## config.mk

```make
export PLATFORM = sky130hd
export DESIGN_NAME = wm_phase_timer
export DESIGN_NICKNAME = d
export VERILOG_FILES = /design/src/rtl/wm_timer_pkg.sv /design/src/rtl/wm_minute_prescaler.sv /design/src/rtl/wm_phase_timer.sv
export SDC_FILE = /design/constraint.sdc
export NUM_CORES = 1
export LEC_CHECK = 0
export CAP_MARGIN = 20
export CORE_MARGIN = 4
export CORE_UTILIZATION = 60
export DETAILED_ROUTE_END_ITERATION = 10
export PLACE_DENSITY_LB_ADDON = 0.1
export SYNTH_ARGS = -nofsm -noshare
export SYNTH_HDL_FRONTEND = slang
export SYNTH_SLANG_ARGS = --single-unit
```

## constraint.sdc

```tcl
create_clock -name CLK -period 4.3 [get_ports CLK]
set_clock_uncertainty 0.1 [all_clocks]
set_input_delay 1.29 -clock CLK [delete_from_list [all_inputs] [get_ports CLK]]
set_output_delay 1.29 -clock CLK [all_outputs]
set_load 0.005 [all_outputs]
```

## src/rtl/wm_timer_pkg.sv

```systemverilog
// Shared types for the washing-machine phase timer: phase codes,
// clock-select encodings, FSM states and the phase duration table.
package wm_timer_pkg;

   localparam int DUR_W = 8;

   typedef enum logic [2:0] {
      PH_A = 3'd0,
      PH_B = 3'd1,
      PH_C = 3'd2,
      PH_D = 3'd3,
      PH_E = 3'd4,
      PH_F = 3'd5
   } phase_e;

   typedef enum logic [1:0] {
      SEL_1MHZ = 2'd0,
      SEL_2MHZ = 2'd1,
      SEL_4MHZ = 2'd2,
      SEL_8MHZ = 2'd3
   } clk_sel_e;

   typedef enum logic [1:0] {
      ST_IDLE   = 2'd0,
      ST_RUN    = 2'd1,
      ST_PAUSED = 2'd2,
      ST_DONE   = 2'd3
   } state_e;

   // Phase length in minutes; unused codes 6/7 behave like F.
   function automatic logic [DUR_W-1:0] dur_min(input logic [2:0] ph);
      logic [DUR_W-1:0] d;
      d = '0;
      case (ph)
         PH_A:    d = 8'd1;
         PH_B:    d = 8'd2;
         PH_C:    d = 8'd5;
         PH_D:    d = 8'd2;
         PH_E:    d = 8'd1;
         default: d = 8'd0;
      endcase
      return d;
   endfunction

endpackage

```

## src/rtl/wm_minute_prescaler.sv

```systemverilog
// Divides the clock down to one tick per minute; the period is
// CYC_PER_MIN_BASE shifted left by the latched clock select.
module wm_minute_prescaler
   import wm_timer_pkg::*;
#(
   parameter int CLK_SEL_W        = 2,
   parameter int CYC_PER_MIN_BASE = 60_000_000,
   parameter int CNT_W            = 32
) (
   input  logic                 CLK,
   input  logic                 RST_n,
   input  logic                 clr,
   input  logic                 en,
   input  logic [CLK_SEL_W-1:0] sel,
   output logic                 tick
);

   logic [CNT_W-1:0] r_cnt;
   logic [CNT_W-1:0] w_last;

   assign w_last = (CNT_W'(CYC_PER_MIN_BASE) << sel) - CNT_W'(1);
   assign tick   = en && (r_cnt == w_last);

   always_ff @(posedge CLK or negedge RST_n) begin
      if (!RST_n) begin
         r_cnt <= '0;
      end else if (clr) begin
         r_cnt <= '0;
      end else if (en) begin
         r_cnt <= tick ? '0 : r_cnt + CNT_W'(1);
      end
   end

endmodule

```

## src/rtl/wm_phase_timer.sv

```systemverilog
// Per-phase washing-machine timer: FSM, minute counter and outputs.
// Define WM_TIMER_REMAIN_EN to add the Remaining_min output.
module wm_phase_timer
   import wm_timer_pkg::*;
#(
   parameter int         CLK_SEL_W        = 2,
   parameter int         PHASE_W          = 3,
   parameter int         CYC_PER_MIN_BASE = 60_000_000,
   parameter int         CNT_W            = 32,
   parameter int         MIN_W            = 8,
   parameter logic [5:0] PAUSE_MASK       = 6'b010000
) (
   input  logic                 CLK,
   input  logic                 RST_n,
   input  logic                 Start,
   input  logic                 Abort,
   input  logic                 Timer_pause,
   input  logic [CLK_SEL_W-1:0] CLK_freq,
   input  logic [PHASE_W-1:0]   Duration_clk_timer,
   output logic                 Busy,
   output logic                 Trigger_clk_timer,
   output logic                 Done_pulse
`ifdef WM_TIMER_REMAIN_EN
   ,
   output logic [MIN_W-1:0]     Remaining_min
`endif
);

   state_e                r_state;
   state_e                w_next;
   logic [CLK_SEL_W-1:0]  r_sel;
   logic [PHASE_W-1:0]    r_phase;
   logic [MIN_W-1:0]      r_min;
   logic                  r_done_p;

   logic [7:0]            w_mask;
   logic [2:0]            w_ph3;
   logic [MIN_W-1:0]      w_dur;
   logic [MIN_W-1:0]      w_min_nx;
   logic                  w_active;
   logic                  w_pause;
   logic                  w_en;
   logic                  w_clr;
   logic                  w_tick;
   logic                  w_expire;

   assign w_mask   = 8'(PAUSE_MASK);
   assign w_ph3    = 3'(r_phase);
   assign w_dur    = MIN_W'(dur_min(w_ph3));
   assign w_min_nx = r_min + MIN_W'(1);
   assign w_active = (r_state == ST_RUN) || (r_state == ST_PAUSED);
   assign w_pause  = Timer_pause && w_mask[w_ph3];
   assign w_clr    = Start || Abort;
   assign w_en     = w_active && !w_pause && !w_clr;

   // A zero-length phase finishes on the first cycle after Start.
   assign w_expire = w_en &&
                     ((w_dur == '0) || (w_tick && (w_min_nx == w_dur)));

   wm_minute_prescaler #(
      .CLK_SEL_W        (CLK_SEL_W),
      .CYC_PER_MIN_BASE (CYC_PER_MIN_BASE),
      .CNT_W            (CNT_W)
   ) u_presc (
      .CLK   (CLK),
      .RST_n (RST_n),
      .clr   (w_clr),
      .en    (w_en),
      .sel   (r_sel),
      .tick  (w_tick)
   );

   always_comb begin
      w_next = r_state;
      if (Abort) begin
         w_next = ST_IDLE;
      end else if (Start) begin
         w_next = ST_RUN;
      end else begin
         unique case (r_state)
            ST_RUN, ST_PAUSED: begin
               if (w_pause)       w_next = ST_PAUSED;
               else if (w_expire) w_next = ST_DONE;
               else               w_next = ST_RUN;
            end
            default: w_next = r_state;
         endcase
      end
   end

   always_ff @(posedge CLK or negedge RST_n) begin
      if (!RST_n) begin
         r_state  <= ST_IDLE;
         r_sel    <= '0;
         r_phase  <= '0;
         r_min    <= '0;
         r_done_p <= 1'b0;
      end else begin
         r_state  <= w_next;
         r_done_p <= (w_next == ST_DONE) && (r_state != ST_DONE);
         if (Abort) begin
            r_min <= '0;
         end else if (Start) begin
            r_sel   <= CLK_freq;
            r_phase <= Duration_clk_timer;
            r_min   <= '0;
         end else if (w_tick) begin
            r_min <= w_min_nx;
         end
      end
   end

`ifdef WM_TIMER_REMAIN_EN
   logic [MIN_W-1:0] r_rem;

   always_ff @(posedge CLK or negedge RST_n) begin
      if (!RST_n) begin
         r_rem <= '0;
      end else if (Abort) begin
         r_rem <= '0;
      end else if (Start) begin
         r_rem <= MIN_W'(dur_min(3'(Duration_clk_timer)));
      end else if (w_expire) begin
         r_rem <= '0;
      end else if (w_tick) begin
         r_rem <= w_dur - w_min_nx;
      end
   end

   assign Remaining_min = r_rem;
`endif

   assign Busy              = w_active;
   assign Trigger_clk_timer = (r_state == ST_DONE);
   assign Done_pulse        = r_done_p;

endmodule

```

==> impl_metrics.csv <==
group,metric,value,unit
placement,gp_routability_congestion,0.9024,
synthesis,ys_seq_area_share,38.45,%
sta,min_period_over_period,77.63,%
sta,setup_viol,0,
setup_path,crit_type,"primary input to flip-flop",
floorplanning,dieHeight,80.16,µm
clock_tree,cts-resized-gates,0,
setup_path,r2r_slack,1370,ps
routing,ant_nets,0,
setup_path,slowest_delay,600,ps
sta,period_minus_slack,3338,ps
routing,drtIter0Drc,269,
floorplanning,die_area,6426,µm²
setup_path,r2r-end,"r_min[7]",
clock_tree,clock_path_buffers,2,
floorplanning,die_x,80.16,µm
finish,post-route-util,67.41,%
pwr,total_power,0.8947,mW
clock_tree,cts_made_buffers,5,
routing,drc_errors,0,
sta,fmax,299.6,MHz
routing,via_count,2641,
clock_tree,post_cts_buffers,0,
finish,area_growth,9.491,%
floorplanning,start_util,61.56,%
placement,io_buffers,12,
setup_path,path_cells,"clkdlybuf4s50_1 > or2_2 > a21oi_1 > buf_4 > or2_2 > or4_1 > a21oi_1",
global_route,grt_overflow,0,
global_route,grt_pass1_wl,12220,µm
floorplanning,core_area,5075,µm²
synthesis,synth_edf_count,0,
global_route,antenna_found_initial,0,
clock_tree,clkTransAtPathRegs,90,ps
synthesis,synth_cell_types,58,
synthesis,syn_area_per_cell,9.162,µm²
sta,hold_slack,458.9,ps
sta,max_slew_margin,59.21,%
sta,slew_viol_final,0,
worst_hold_path,hold_class,"flip-flop to flip-flop",
routing,post_drt_wl_per_cell,17.43,µm
synthesis,syn_area,3124,µm²
finish,layout_common_cells,"dfrtp_1, nor2_1, xnor2_1",
pwr,p_per_area,261.6,nW/µm²
pwr,leakage,1.352,nW
clock_tree,h-tree-depth,2,
clock_tree,cts_root_buffer,"clkbuf_8",
global_route,first_global_vias,2480,
clock_tree,clk-insertion-delay-late,300,ps
setup_path,cp-startpoint,"Abort",
clock_tree,clock-sinks,48,
sta,tightest_slew,607.3,ps
status,status,"completed",
synthesis,synthFlopType,"dfrtp_1",
finish,drive_gt1_share,8.857,%
setup_path,crit_path_start_kind,"primary input",
floorplanning,num_io_pins,13,
pwr,peakVddDrop,0.1780,mV
clock_tree,cts_hold_buf,0,
global_route,grt_max_degree,49,
setup_path,crit_path_end,"u_presc.r_cnt[31]",
synthesis,synth_nets,362,
finish,antennaDiodeCount,0,
synthesis,synthArstFlopShare,100.0,%
placement,post-dp-hpwl,5356,µm
routing,viasPerCell,6.288,
finish,nNetsFinal,370,
setup_path,worst-r2r-cell-count,7,
routing,first_pass_iters,7,
finish,nFillCells,441,
routing,routed_wl,7319,µm
setup_path,crit_slowest_cell,"clkdlybuf4s50_1",
job,maxCapViolCount,0,
finish,final_area,3421,µm²
clock_tree,cts_tree,"done",
setup_path,crit_fanout,10,
finish,final_common_cell,"dfrtp_1",
synthesis,yosys_warnings,0,
sta,final.setup.tns,0,ps
setup_path,end_kind,"flip-flop",
setup_path,cp.arrival,3460,ps
sta,hold_violations,0,
finish,multiInputGateArea,1813,µm²
setup_path,cp.required,4420,ps
finish,regArea,1201,µm²
synthesis,ys_seq_elements,48,
floorplanning,fp-row-count,26,
synthesis,syn_inst,341,
placement,place_area,3311,µm²
sta,rsz0062_at_grt,"no",
global_route,grt_usage,24.42,%
setup_path,r2r_start,"r_sel[1]",
## state kept, by name (all words and copies together) (netlist names)
register       cells
u_presc.r_cnt     32
r_min              8
r_phase            3
r_sel              2
r_state            2
Done_pulse         1
## cell usage after synthesis, drive strengths merged, types with 3 or more instances
master / number / area (µm²)
mux2i: 4 / 40.04
nor3b: 6 / 45.04
a211oi: 3 / 22.52
or2: 4 / 25.03
o211ai: 3 / 22.52
and4: 7 / 62.56
nor4b: 3 / 26.28
inv: 13 / 48.80
mux2: 3 / 33.78
nor2: 26 / 97.59
and3: 6 / 37.54
nand2: 22 / 82.58
xnor2: 25 / 219.0
nand4b: 3 / 32.53
dfrtp: 48 / 1201
or3: 7 / 43.79
nand3b: 3 / 22.52
nor4: 12 / 90.09
nor3: 13 / 65.06
ha: 11 / 137.6
a21oi: 14 / 70.07
buf: 7 / 33.78
nand4: 8 / 50.05
xor2: 7 / 61.31
o21ai: 9 / 45.04
nand3: 13 / 65.06
clkbuf: 11 / 41.29
or4: 8 / 63.81
o31ai: 9 / 72.57
and2: 5 / 32.53
## critical path, delay by kind of cell
family | cells | cell delay [ps]
and+or+nand+nor | 3 | 1140
AOI/OAI and AO/OA | 2 | 240
buffers and inverters | 2 | 800
## layer usage
layer,up-vias,global-route usage [%],wire (µm)
li1,1273,-,-
met1,1290,33.17,3308
met2,71,39.74,3604
met3,7,3.924,295
met4,0,7.939,109
met5,-,0,0
## report_power, final
group / switching, mW / total, mW / internal (mW)
logic: 0.0834 / 0.140 / 0.0569
registers: 0.0140 / 0.475 / 0.461
clock network: 0.148 / 0.280 / 0.131
total: 0.246 / 0.895 / 0.649
## stage by stage
step / worst slack [ps] / std cells
floorplan: 1457 / 341
global placement: 754.7 / 411
detailed placement: 708.2 / 411
CTS: 1014 / 419
global route: 920.6 / 420
finish: 962.1 / 420
## final cells by class
class / count / area share (%)
tap: 70 / 2.560
clock buffer: 8 / 2.634
multi-input combinational: 262 / 53.00
timing repair buffer: 19 / 5.267
sequential: 48 / 35.11
inverter: 13 / 1.426
## logic make-up after synthesis
group	Yosys count	share of synthesized area (%)
AO/OA/AOI/OAI	57	12.54
XOR/XNOR	32	8.971
adder cells (fa/ha/maj)	11	4.405
buffers and inverters	31	3.965
flip-flops	48	38.45
multiplexers	7	2.363
AND/OR/NAND/NOR	155	29.32
## how the worst min path moves through the flow
stage	slack, ps	cells past startpoint	to	startpoint
floorplan	400	2	u_presc.r_cnt[6]	u_presc.r_cnt[6]
global placement	430	2	u_presc.r_cnt[6]	u_presc.r_cnt[6]
detailed placement	440	2	u_presc.r_cnt[1]	u_presc.r_cnt[1]
CTS	460	2	u_presc.r_cnt[1]	u_presc.r_cnt[1]
global route	470	2	u_presc.r_cnt[1]	u_presc.r_cnt[1]
finish	460	2	u_presc.r_cnt[1]	u_presc.r_cnt[1]
No activity file was read; power rests on OpenSTA's default activity.
==> variant 1: new RTL, same flow settings <==
Build with the macro `WM_TIMER_REMAIN_EN` defined.
--- a/src/rtl/wm_phase_timer.sv
+++ b/src/rtl/wm_phase_timer.sv
@@ -2,2 +2,4 @@
 // Define WM_TIMER_REMAIN_EN to add the Remaining_min output.
+`define WM_TIMER_REMAIN_EN
+
 module wm_phase_timer
Formal check against the unedited RTL (old outputs only; new: Remaining_min): equivalent (equiv_simple and equiv_induct, registers matched by name and starting in step).
==> variant 1 against the original RTL <==
  * Register-to-register slack worse by 0.32 ns
  * Utilization up 2.9 points
  * Setup slack worse by 0.32 ns
  * Power up 28%
  * Sequential power up 17%
  * Design area up 14%
  * Count of clock-buffer cells in the layout down 1
  * Wire length up 4.7%
  * Sequential cell count up 8
  * Area after synthesis up 10%
  * Critical endpoint is now Remaining_min[6]$_DFFE_PN0P_
==> variant 1: results (changes against the original RTL) <==
* Run status: complete, no violations (unchanged)
* Signal buf overhead at 6.75% (was 5.27%)
* Post-Place Cells at 470 (was 411)
* Mux cell area share after synthesis at 1.59% (was 2.36%)
* Reg area at 0.00140 mm2 (was 0.00120 mm2)
* IO Port Bufs at 20 (was 12)
* Syn nets at 405 (was 362)
* Routing usage on met2 at 36.5% (was 39.7%)
* Maximum vdd drop at 0.164 mV (was 0.178 mV)
* Final GP Congestion at 0.916 (was 0.902)
* Bufs w/o clock at 29 (was 19)
* Clock latency on the worst-skew pair at 0.32 ns (was 0.30 ns)
* First-pass GRT wire length at 13600 um (was 12200 um)
* Share of cells above drive strength 1 at 7.14% (was 8.86%)
* CP Launch Point: Start (was Abort)
* Seq pwr at 556 uW (was 475 uW)
* GR Util met1 at 33.9% (was 33.2%)
* Synth top area cells: dfrtp_1, xnor2_1, ha_1 (unchanged)
* CP max-delay cell: a2111oi_2 (was clkdlybuf4s50_1)
* Lkg Pwr at 1.59 nW (was 1.35 nW)
* Total GRT Usage at 23.6% (was 24.4%)
* RR Endpoint: r_min[6]$_DFFE_PN0P_ (was r_min[7]$_DFFE_PN0P_)
* NumNets Final at 430 (was 370)
* WP data arrival at 3.80 ns (was 3.46 ns)
* P_sw at 303 uW (was 246 uW)
* Pre-CTS setup slack at 0.368 ns (was 0.708 ns)
* Total Power at 1.14 mW (was 895 uW)
* Fin util at 70.3% (was 67.4%)
* Worst setup margin at 0.639 ns (was 0.962 ns)
* Routed len/inst at 16.0 um (was 17.4 um)
* Vias in the first global route at 2842 (was 2480)
* Delay of the slowest cell on the worst path at 0.67 ns (was 0.60 ns)
* Multi-input combinational cell area at 0.00196 mm2 (was 0.00181 mm2)
* Distinct cells, synth at 54 (was 58)
* # clk buffers at 7 (was 8)
-- variant 1: routing by layer --
| layer | vias up | routed length, um |
|---|---|---|
| li1 | 1408 | - |
| met4 | 0 | 153 |
| met1 | 1363 | 3640 |
| met2 | 116 | 3300 |
| met5 | - | 0 |
| met3 | 14 | 565 |
-- variant 1: worst min path at each step --
stage                                 startpoint                      endpoint  slack, ns  depth (start not counted)
finish              Remaining_min[5]$_DFFE_PN0P_  Remaining_min[5]$_DFFE_PN0P_       0.41                          2
global route        Remaining_min[4]$_DFFE_PN0P_  Remaining_min[4]$_DFFE_PN0P_       0.46                          2
CTS                 Remaining_min[5]$_DFFE_PN0P_  Remaining_min[5]$_DFFE_PN0P_       0.42                          2
detailed placement  Remaining_min[5]$_DFFE_PN0P_  Remaining_min[5]$_DFFE_PN0P_       0.40                          2
global placement    Remaining_min[6]$_DFFE_PN0P_  Remaining_min[6]$_DFFE_PN0P_       0.39                          2
floorplan           Remaining_min[4]$_DFFE_PN0P_  Remaining_min[4]$_DFFE_PN0P_       0.39                          2
==> variant 2: new RTL, same settings <==
Made on the original files. Encoding of `state_e`: now one-hot (4 bits for 4 states).
--- a/src/rtl/wm_timer_pkg.sv
+++ b/src/rtl/wm_timer_pkg.sv
@@ -22,7 +22,7 @@
 
-   typedef enum logic [1:0] {
-      ST_IDLE   = 2'd0,
-      ST_RUN    = 2'd1,
-      ST_PAUSED = 2'd2,
-      ST_DONE   = 2'd3
+   typedef enum logic [3:0] {
+      ST_IDLE   = 4'b0001,
+      ST_RUN    = 4'b0010,
+      ST_PAUSED = 4'b0100,
+      ST_DONE   = 4'b1000
    } state_e;
Check against the original RTL: same outputs for any inputs over 10 cycles, from zero or initial values and one cycle with RST_n low; not proved beyond that.
==> variant 2 against the original RTL <==
  * Design area decreased by 4.3%
  * Wire length decreased by 12%
  * Power decreased by 3.3%
  * First-iteration DRC count decreased by 14%
  * Area after synthesis decreased by 4.1%
  * Critical path depth increased by 1
  * Die area decreased by 3.7%
  * Largest power group unchanged
  * Setup slack improved by 0.21 ns
  * Highest routed layer unchanged
  * Non-clock buffer count decreased by 1
  * Sequential cell count increased by 2
==> variant 2: results (changes against the original RTL) <==
* Biggest regs: u_presc.r_cnt x32, r_min x8, r_state x4 (was u_presc.r_cnt x32, r_min x8, r_phase x3)
* Synth top area cells: dfrtp_1, xnor2_1, nor2_1 (was dfrtp_1, xnor2_1, ha_1)
* NumNets Final at 365 (was 370)
* Sequential fraction of the synthesis area at 41.8% (was 38.4%)
* Vias/cell at 5.86 (was 6.29)
* First-pass GRT wire length at 10900 um (was 12200 um)
* Total Power at 865 uW (was 895 uW)
* Pint at 638 uW (was 649 uW)
* WP data arrival at 3.25 ns (was 3.46 ns)
* Run status: complete, no violations (unchanged)
* Lkg Pwr at 1.31 nW (was 1.35 nW)
* R2R setup slack at 1.17 ns (was 1.37 ns)
* Detail Placement HPWL at 4610 um (was 5360 um)
* Syn nets at 353 (was 362)
* Delay of the slowest cell on the worst path at 0.55 ns (was 0.60 ns)
* Largest net degree at the start of global routing at 31 (was 49)
* Final cycle utilization of the critical path at 72.7% (was 77.6%)
* DRT Pass-1 Iters at 5 (was 7)
* Routing usage on met2 at 32.7% (was 39.7%)
* Placed Area at 0.00319 mm2 (was 0.00331 mm2)
* Clock Tree Root: clkbuf_8 (unchanged)
* Met1 WL at 3210 um (was 3310 um)
* Total GRT Usage at 22.4% (was 24.4%)
* Layout Cells excl Fill at 413 (was 420)
* P_clk at 270 uW (was 280 uW)
* Critical hold path startpoint: r_min[4]$_DFFE_PN0P_ (was u_presc.r_cnt[1]$_DFFE_PN0P_)
* RR Endpoint: r_min[3]$_DFFE_PN0P_ (was r_min[7]$_DFFE_PN0P_)
* Routed len/inst at 15.6 um (was 17.4 um)
* M3 GR Usage at 3.21% (was 3.92%)
* Clock latency on the worst-skew pair at 0.31 ns
* Share of cells above drive strength 1 at 6.65% (was 8.86%)
* DR iter-0 viols at 232 (was 269)
* Synthesis Warnings at 0 (unchanged)
* Met2 wire len at 2820 um (was 3600 um)
* CP max-delay cell: dfrtp_1 (was clkdlybuf4s50_1)
* Final GP Congestion at 0.832 (was 0.902)
* Design area at 0.00327 mm2 (was 0.00342 mm2)
* Mapped Cells at 333 (was 341)
* Number of cells on the worst hold path at 1 (was 2)
* Critical path class: flip-flop to flip-flop (was input port to flip-flop)
* R2R depth at 8 (was 7)
* Maximum vdd drop at 0.178 mV (about the same)
* Crit Path Max Fanout at 9 (was 10)
* Post-synth top cells: dfrtp_1, nor2_1, nand2_1 (was dfrtp_1, nor2_1, xnor2_1)
* Comb group at 100 uW (was 140 uW)
* GR Util met1 at 34.6% (was 33.2%)
* Pre-CTS setup slack at 0.944 ns (was 0.708 ns)
* IO Port Bufs at 12 (unchanged)
* Worst-Margin Slew at 0.680 ns (was 0.607 ns)
* Met3 wire len at 362 um (was 295 um)
* Vias in the first global route at 2162 (was 2480)
* Fill cells at 383 (was 441)
==> variant 2: cell families (layout without fill, tap and decap cells) <==
family	after synthesis	after routing	synth area share (%)
adders and majority gates	10	10	4.18
xor gates and xnor gates	42	42	12.3
AOI/OAI and AO/OA	37	37	8.15
and+or+nand+nor	165	165	28.0
DFF	50	50	41.8
buffers and inverters	21	34	2.76
muxes	8	8	2.80
==> variant 2: worst min-delay path by stage <==
stage | to | slack, ns
after floorplan | r_min[4]$_DFFE_PN0P_ | 0.38
after global routing | r_state[0]$_DFF_PN1_ | 0.48
final | r_min[4]$_DFFE_PN0P_ | 0.43
after detailed placement | r_min[4]$_DFFE_PN0P_ | 0.42
after CTS | r_min[4]$_DFFE_PN0P_ | 0.44
after global placement | r_min[4]$_DFFE_PN0P_ | 0.41
==> variant 2: cell type report <==
type,count,area share [%]
Clock inverter,2,0.420
Inverter,8,0.917
Sequential cell,50,38.3
Tap cell,67,2.56
Clock buffer,6,2.22
Timing Repair Buffer,18,4.89
Multi-Input combinational cell,262,50.7
